$ cat src/rtl/rn_rcv_ctrl_pkg.sv
// Shared defaults for the rename flush-recovery sequencer.
// The logical register width matches the 32-entry RAT used by the default core.
package rn_rcv_ctrl_pkg;

   // Logical register address width of the default core.
   localparam int RN_LRF_AW_DEFAULT = 5;

   // Four RAT entries are restored per walk cycle.
   localparam int RN_P_RESTORE_DEFAULT = 2;

   // Width of the completed-recovery statistics counter.
   localparam int RN_STAT_W_DEFAULT = 16;

endpackage

$ cat src/rtl/rn_rcv_ctrl.sv
// Flush-recovery sequencer for the rename stage.
// After a flush it holds rename, waits for commit to drain, walks the
// arch-to-spec RAT copy one group per cycle, then pulses free-list rollback
// and busytable clear. A flush at any point restarts the sequence.
module rn_rcv_ctrl
    import rn_rcv_ctrl_pkg::*;
#(
    parameter int CONFIG_LRF_AW          = RN_LRF_AW_DEFAULT,
    parameter int CONFIG_P_RESTORE_WIDTH = RN_P_RESTORE_DEFAULT,
    parameter int CONFIG_STAT_W          = RN_STAT_W_DEFAULT
)
(
    input  logic                     clk,
    input  logic                     rst_n,
    input  logic                     flush,
    input  logic                     cmt_idle,
    output logic                     rn_hold,
    output logic                     rat_rst_we,
    output logic [CONFIG_LRF_AW-1:0] rat_rst_base,
    output logic                     fl_rollback,
    output logic                     bt_clear,
    output logic                     rcv_busy,
    output logic                     rcv_done,
    output logic [CONFIG_STAT_W-1:0] rcv_cnt
);

    localparam int CNT_W = CONFIG_LRF_AW - CONFIG_P_RESTORE_WIDTH;
    localparam logic [CNT_W-1:0] CNT_LAST = '1;
    localparam logic [CONFIG_STAT_W-1:0] STAT_SAT = '1;

    typedef enum logic [1:0] {
        S_IDLE  = 2'd0,
        S_DRAIN = 2'd1,
        S_WALK  = 2'd2,
        S_DONE  = 2'd3
    } state_t;

    state_t                   r_state;
    state_t                   w_state_nxt;
    logic [CNT_W-1:0]         r_cnt;
    logic [CONFIG_STAT_W-1:0] r_rcv_cnt;
    logic                     w_flush;

    // A flush seen while reset is asserted must not raise any output.
    assign w_flush = flush & rst_n;

    // State, walk counter and statistics counter with synchronous reset.
    always_ff @(posedge clk) begin
        if (!rst_n) begin
            r_state   <= S_IDLE;
            r_cnt     <= '0;
            r_rcv_cnt <= '0;
        end else begin
            r_state <= w_state_nxt;
            if (w_flush || (r_state != S_WALK)) begin
                r_cnt <= '0;
            end else begin
                r_cnt <= r_cnt + 1'b1;
            end
            if ((r_state == S_DONE) && !w_flush && (r_rcv_cnt != STAT_SAT)) begin
                r_rcv_cnt <= r_rcv_cnt + 1'b1;
            end
        end
    end

    // Next-state selection; a flush anywhere restarts at DRAIN.
    always_comb begin
        w_state_nxt = r_state;
        if (w_flush) begin
            w_state_nxt = S_DRAIN;
        end else begin
            case (r_state)
                S_IDLE:  w_state_nxt = S_IDLE;
                S_DRAIN: w_state_nxt = cmt_idle ? S_WALK : S_DRAIN;
                S_WALK:  w_state_nxt = (r_cnt == CNT_LAST) ? S_DONE : S_WALK;
                S_DONE:  w_state_nxt = S_IDLE;
                default: w_state_nxt = S_IDLE;
            endcase
        end
    end

    // Moore outputs from the registered state, with flush gating the pulses.
    always_comb begin
        rn_hold      = w_flush | (r_state != S_IDLE);
        rcv_busy     = (r_state != S_IDLE);
        rat_rst_we   = 1'b0;
        rat_rst_base = '0;
        fl_rollback  = 1'b0;
        bt_clear     = 1'b0;
        rcv_done     = 1'b0;
        case (r_state)
            S_WALK: begin
                rat_rst_we   = ~w_flush;
                rat_rst_base = {r_cnt, {CONFIG_P_RESTORE_WIDTH{1'b0}}};
            end
            S_DONE: begin
                fl_rollback = ~w_flush;
                bt_clear    = ~w_flush;
                rcv_done    = ~w_flush;
            end
            default: begin
                rat_rst_we = 1'b0;
            end
        endcase
    end

    assign rcv_cnt = r_rcv_cnt;

endmodule

$ cat config.mk
export PLATFORM = sky130hd
export DESIGN_NAME = rn_rcv_ctrl
export DESIGN_NICKNAME = d
export VERILOG_FILES = /design/src/rtl/rn_rcv_ctrl_pkg.sv /design/src/rtl/rn_rcv_ctrl.sv
export SDC_FILE = /design/constraint.sdc
export NUM_CORES = 1
export LEC_CHECK = 0
export ABC_AREA = 1
export CAP_MARGIN = 0
export CORE_ASPECT_RATIO = 1.25
export CORE_MARGIN = 4
export CORE_UTILIZATION = 53
export CTS_BUF_LIST = sky130_fd_sc_hd__clkbuf_4 sky130_fd_sc_hd__clkbuf_8 sky130_fd_sc_hd__clkbuf_16
export DETAILED_ROUTE_END_ITERATION = 8
export GPL_ROUTABILITY_DRIVEN = 1
export PLACE_DENSITY = 0.85
export SLEW_MARGIN = 20
export SYNTH_ARGS = -nofsm -noshare
export SYNTH_HDL_FRONTEND = slang
export SYNTH_SLANG_ARGS = --single-unit
$ cat constraint.sdc
create_clock -name clk -period 3.85 [get_ports clk]
set_clock_uncertainty 0.2 [all_clocks]
set_input_delay 1.155 -clock clk [delete_from_list [all_inputs] [get_ports clk]]
set_output_delay 1.155 -clock clk [all_outputs]
set_load 0.03 [all_outputs]
# Word level (Yosys, flattened, before mapping)
# Index checks and enable logic that the tools add are counted.
[word_totals] in_bits=4 out_inout_bits=27 reg_bits=21
[op_classes] bitwise_logic=4 reduce_logical=9 n_eq_ne=6 addsub=2 n_mux=7
[op_table] operator="adder 16 x 1 -> 16 bit, second input constant" n=1
[op_table] operator="inequality test 16 bit, second input constant" n=1
[op_table] operator="one-hot mux 2 bit (3 select lines)" n=1
[op_table] operator="OR reduction 2 bit" n=3
[op_table] operator="two-way mux 5 bit" n=1
[op_table] operator="== test 2 bit, second input constant" n=2
[op_table] operator="two-way mux 1 bit" n=4
[op_table] operator="adder 3 x 1 -> 3 bit, second input constant" n=1
[op_table] operator="== test 3 bit, second input constant" n=1
[op_table] operator="== test 2 x 1 -> 1 bit, second input constant" n=1
[op_table] operator="logical AND 1 bit" n=2
[op_table] operator="logical NOT 2 bit" n=1
[op_table] operator="two-way mux 2 bit" n=1
[op_table] operator="inequality test 2 bit, second input constant" n=1
[op_table] operator="NOT 1 bit" n=2
[op_table] operator="nonzero test 2 bit" n=1
[op_table] operator="bitwise AND 1 bit" n=1
[op_table] operator="logical NOT 1 bit" n=1
[op_table] operator="logical OR 1 bit" n=1
[op_table] operator="OR 1 bit" n=1

# Longest topological paths before layout
[depth] depth_word=4 mapped_depth=9 mapped_depth_nobuf=9

# Worst setup path after synthesis
# Ideal clock, no wire load.
[synth_path] path_type="in2out" from="input port flush" to="output port fl_rollback" slack_ps=671 arrival_ps=1824 required_ps=2495 n_path_buf=1 stages=4 cell_sequence="nand2_1 inv_1 nor2_4 buf_4"
[synth_via] elab_chain_cells=3
[synth_lines] item="from (decl)" line="rn_rcv_ctrl.sv:15" rtl="input logic flush,"
[synth_lines] item="bitwise AND 1 bit" line="rn_rcv_ctrl.sv:45" rtl="assign w_flush = flush & rst_n;"
[synth_lines] item="NOT 1 bit"
[synth_lines] item="two-way mux 1 bit"
[synth_lines] item="to (decl)" line="rn_rcv_ctrl.sv:20" rtl="output logic fl_rollback,"
# No other way between the ends.

# Final worst setup path
[layout_path] from="input port rst_n" to="output port fl_rollback"
[layout_via] elab_chain_cells=3
[layout_lines] item="from (decl)" line="rn_rcv_ctrl.sv:14" rtl="input logic rst_n,"
[layout_lines] item="bitwise AND 1 bit" line="rn_rcv_ctrl.sv:45"
[layout_lines] item="NOT 1 bit" line="rn_rcv_ctrl.sv:97" rtl="fl_rollback = ~w_flush;"
[layout_lines] item="two-way mux 1 bit" line="rn_rcv_ctrl.sv:91" rtl="case (r_state)"
# No other way between the ends.

==> results_dict.tcl <==
set metrics [dict create \
    setup_viol 0 \
    cpPeakStageDelay_ns 0.43 \
    yosys_register_bits 21 \
    clock_tree.root_cell "sky130_fd_sc_hd__clkbuf_4" \
    timing_worst_setup_path_type "in -> out" \
    timing.final.crit_period_ns 3.562 \
    io_pins 31 \
    first_global_vias 1109 \
    worst_path_max_delay_cell "sky130_fd_sc_hd__clkdlybuf4s50_1" \
    via_total_after_detailed_routing 1244 \
    period_utilisation_layout 0.9251 \
    wp_data_required_ns 2.49 \
    grt.overflow.total 0 \
    arrival_ns 2.21 \
    clk_path_buf_depth 2 \
    max-cap-violations 0 \
    critical_path.cell_chain "clkdlybuf4s50_1, nand2_1, inv_1, nor2_4, buf_4" \
    worstSkewPairLatency_ns 0.30 \
    cts.sinks 21 \
    viasPerCell 4.859 \
    track_usage 0.1755 \
    pwr-share-seq 0.608 \
    grt_use_met2 0.2981 \
    fp.dieArea_um2 3366 \
    timing.critical_path.fanout_max 7 \
    num_rows 20 \
    numCtsBuffers 3 \
    yosysWarningCount 0 \
    antenna_violations_before_repair 0 \
    type_of_the_tightest_min_delay_check "reg -> reg" \
    synth_seq_area_share 0.3176 \
    place_hpwl_mm 2.063 \
    area_growth_syn_to_layout_pct 22.40 \
    max_freq_mhz 280.8 \
    grt_setup_unrepaired "no" \
    switching_share 0.2362 \
    post_synth_instance_area_um2 1324 \
    ratio_of_cells_with_drive_above_1_in_the_final_layout 0.1570 \
    portBuffers 28 \
    vdd.ir_drop.worst_mv 0.2414 \
    power_frac_comb 0.073 \
    design.core.area_um2 2402 \
    critical_path.top_delay_family "buffers and inverters" \
    postLayoutSetupSlackWorst_ns 0.2885 \
    n_antenna_cell 0 \
    count_of_distinct_cell_types_in_the_synthesized_netlist 24 \
    post_cts_hold_buffer_count 0 \
    finalWeightedCongestion 0.8609 \
    clk_network_pwr_share 0.319 \
    cts_tree "done" \
    drt_first_iter_violations 38 \
    critical_path.n_buffers_inverters 3 \
    post_cts_resized 0 \
    global_route.usage.met3 0.03963 \
    initial_utilization 0.5510 \
    drt_first_pass_iters 4 \
    cellInternalPower_uw 275.4 \
    busiest_layer "met2" \
    timing.final.hold_violations 0 \
    clock_transition_time_at_the_flip_flop_clock_pins_of_the_worst_setup_and_hold_paths_ns 0.12 \
    drt-total-wl_mm 2.625 \
    floorplan.die.height_um 63.88 \
    syn_inst 196 \
    clock_tree.htree_level_count 1 \
    slew_violations 0 \
    use_met1 0.2041 \
    post-route-drc-count 0 \
    cellPowerDensity_nw_per_um2 222.5 \
    die_w_um 52.70 \
    post_synthesis_area_per_instance_um2 6.754 \
    power.total_uw 360.6 \
    antenna_violating_nets_post_route 0 \
    grt_start_max_net_pins 20 \
    timing.critical_path.to_type "output pin" \
    power_switching_uw 85.15 \
    crit_path_start_kind "input port" \
    grt_pass1_wl_mm 4.554 \
    post-cts-setup-buffers 0 \
    num-nets-final 231 \
    post_drt_wl_per_cell_um 10.25 \
    p_leak_uw 0.0006572 \
    status "complete, no violations" \
    dpl_worst_slack_ns 0.2849 \
    finalSetupTns_ns 0 \
]
## power groups by stage
stage / Combinational, µW / Clock (µW) / Sequential, µW
after detailed placement: 26.7 / 0 / 224
after global routing: 29.4 / 127 / 219
after global placement: 26.4 / 0 / 224
final: 26.5 / 115 / 219
after CTS: 26.8 / 118 / 219
after floorplan: 19.6 / 0 / 224
## metrics by stage
stage	instance area, µm²	util	instances	hold slack [ns]
finish	1620	0.6745	256	0.2602
global route	1620	0.6745	256	0.2990
CTS	1620	0.6745	256	0.2656
detailed placement	1590	0.6620	252	0.2387
global placement	1590	0.6620	252	0.2355
floorplan	1328	-	197	0.2173
## flip-flops by register name, indices dropped and copies added (netlist names)
signal,cells
rcv_cnt,16
r_state,2
r_cnt,3
## path summary, 6_finish.rpt
path                                start                        to  slack [ns]  depth (start not counted)
setup reg to reg  rcv_cnt[0]$_SDFFE_PN0P_  rcv_cnt[13]$_SDFFE_PN0P_        2.16                          6
hold / removal        r_cnt[0]$_SDFF_PP0_       r_cnt[0]$_SDFF_PP0_        0.26                          1
hold reg to reg       r_cnt[0]$_SDFF_PP0_       r_cnt[0]$_SDFF_PP0_        0.26                          1
setup / recovery                    rst_n               fl_rollback        0.29                          5
## cell usage after synthesis (all sizes together)
cell type | instances | area (µm²)
nand2 | 53 | 224.0
o21ai | 2 | 10.01
a21oi | 7 | 35.03
inv | 19 | 71.32
nand4 | 2 | 27.53
ha | 3 | 37.54
buf | 6 | 46.29
a31oi | 1 | 6.260
nor3 | 1 | 5.000
dfxtp | 21 | 420.4
conb | 1 | 3.750
nor3b | 1 | 7.510
nor2 | 61 | 316.6
nand3 | 17 | 105.1
clkbuf | 1 | 7.510
## worst reg2reg max path, delay by kind of cell (launching register included)
family	cells	cell delay (ns)
simple gates	3	0.52
flops	1	0.41
compound gates	1	0.21
fa+ha+maj	1	0.19
buf+inv	1	0.08
## cell families (layout without fill, tap and decap cells)
group           after synthesis  after routing  synth area share
buf+inv                      26             52           0.09452
fa+ha+maj                     3              3           0.02836
other cells                   1              2          0.002833
compound gates               10             10           0.03875
flops                        21             21            0.3176
simple gates                135            135            0.5180
## layer usage
metal / vias to the layer above / part of all wire
met5: - / 0
met4: 0 / 0.016
met3: 8 / 0.043
met2: 28 / 0.51
met1: 553 / 0.43
li1: 655 / -
## cell usage in the layout, fill, tap and decap left out, types with 2 or more instances in the layout
master                            count
sky130_fd_sc_hd__dfxtp_1             21
sky130_fd_sc_hd__a21oi_1              7
sky130_fd_sc_hd__conb_1               2
sky130_fd_sc_hd__nand2_2              7
sky130_fd_sc_hd__clkbuf_4             4
sky130_fd_sc_hd__clkdlybuf4s50_1     23
sky130_fd_sc_hd__nor2_8               2
sky130_fd_sc_hd__nand3_1             13
sky130_fd_sc_hd__nor2_2               4
sky130_fd_sc_hd__ha_1                 3
sky130_fd_sc_hd__nor2_1              49
sky130_fd_sc_hd__nand3_2              4
sky130_fd_sc_hd__nor2_4               6
sky130_fd_sc_hd__nand2_1             45
sky130_fd_sc_hd__inv_1               19
sky130_fd_sc_hd__o21ai_0              2
sky130_fd_sc_hd__buf_4                6
## final cells by class
type / count / area, µm²
Multi-Input combinational cell: 150 / 782.0
Clock buffer: 4 / 30.03
Tap cell: 33 / 41.29
Fill cell: 233 / 782.0
Timing Repair Buffer: 29 / 275.3
Inverter: 19 / 71.32
Sequential cell: 21 / 420.4
Power figures use the tool's default switching activity.
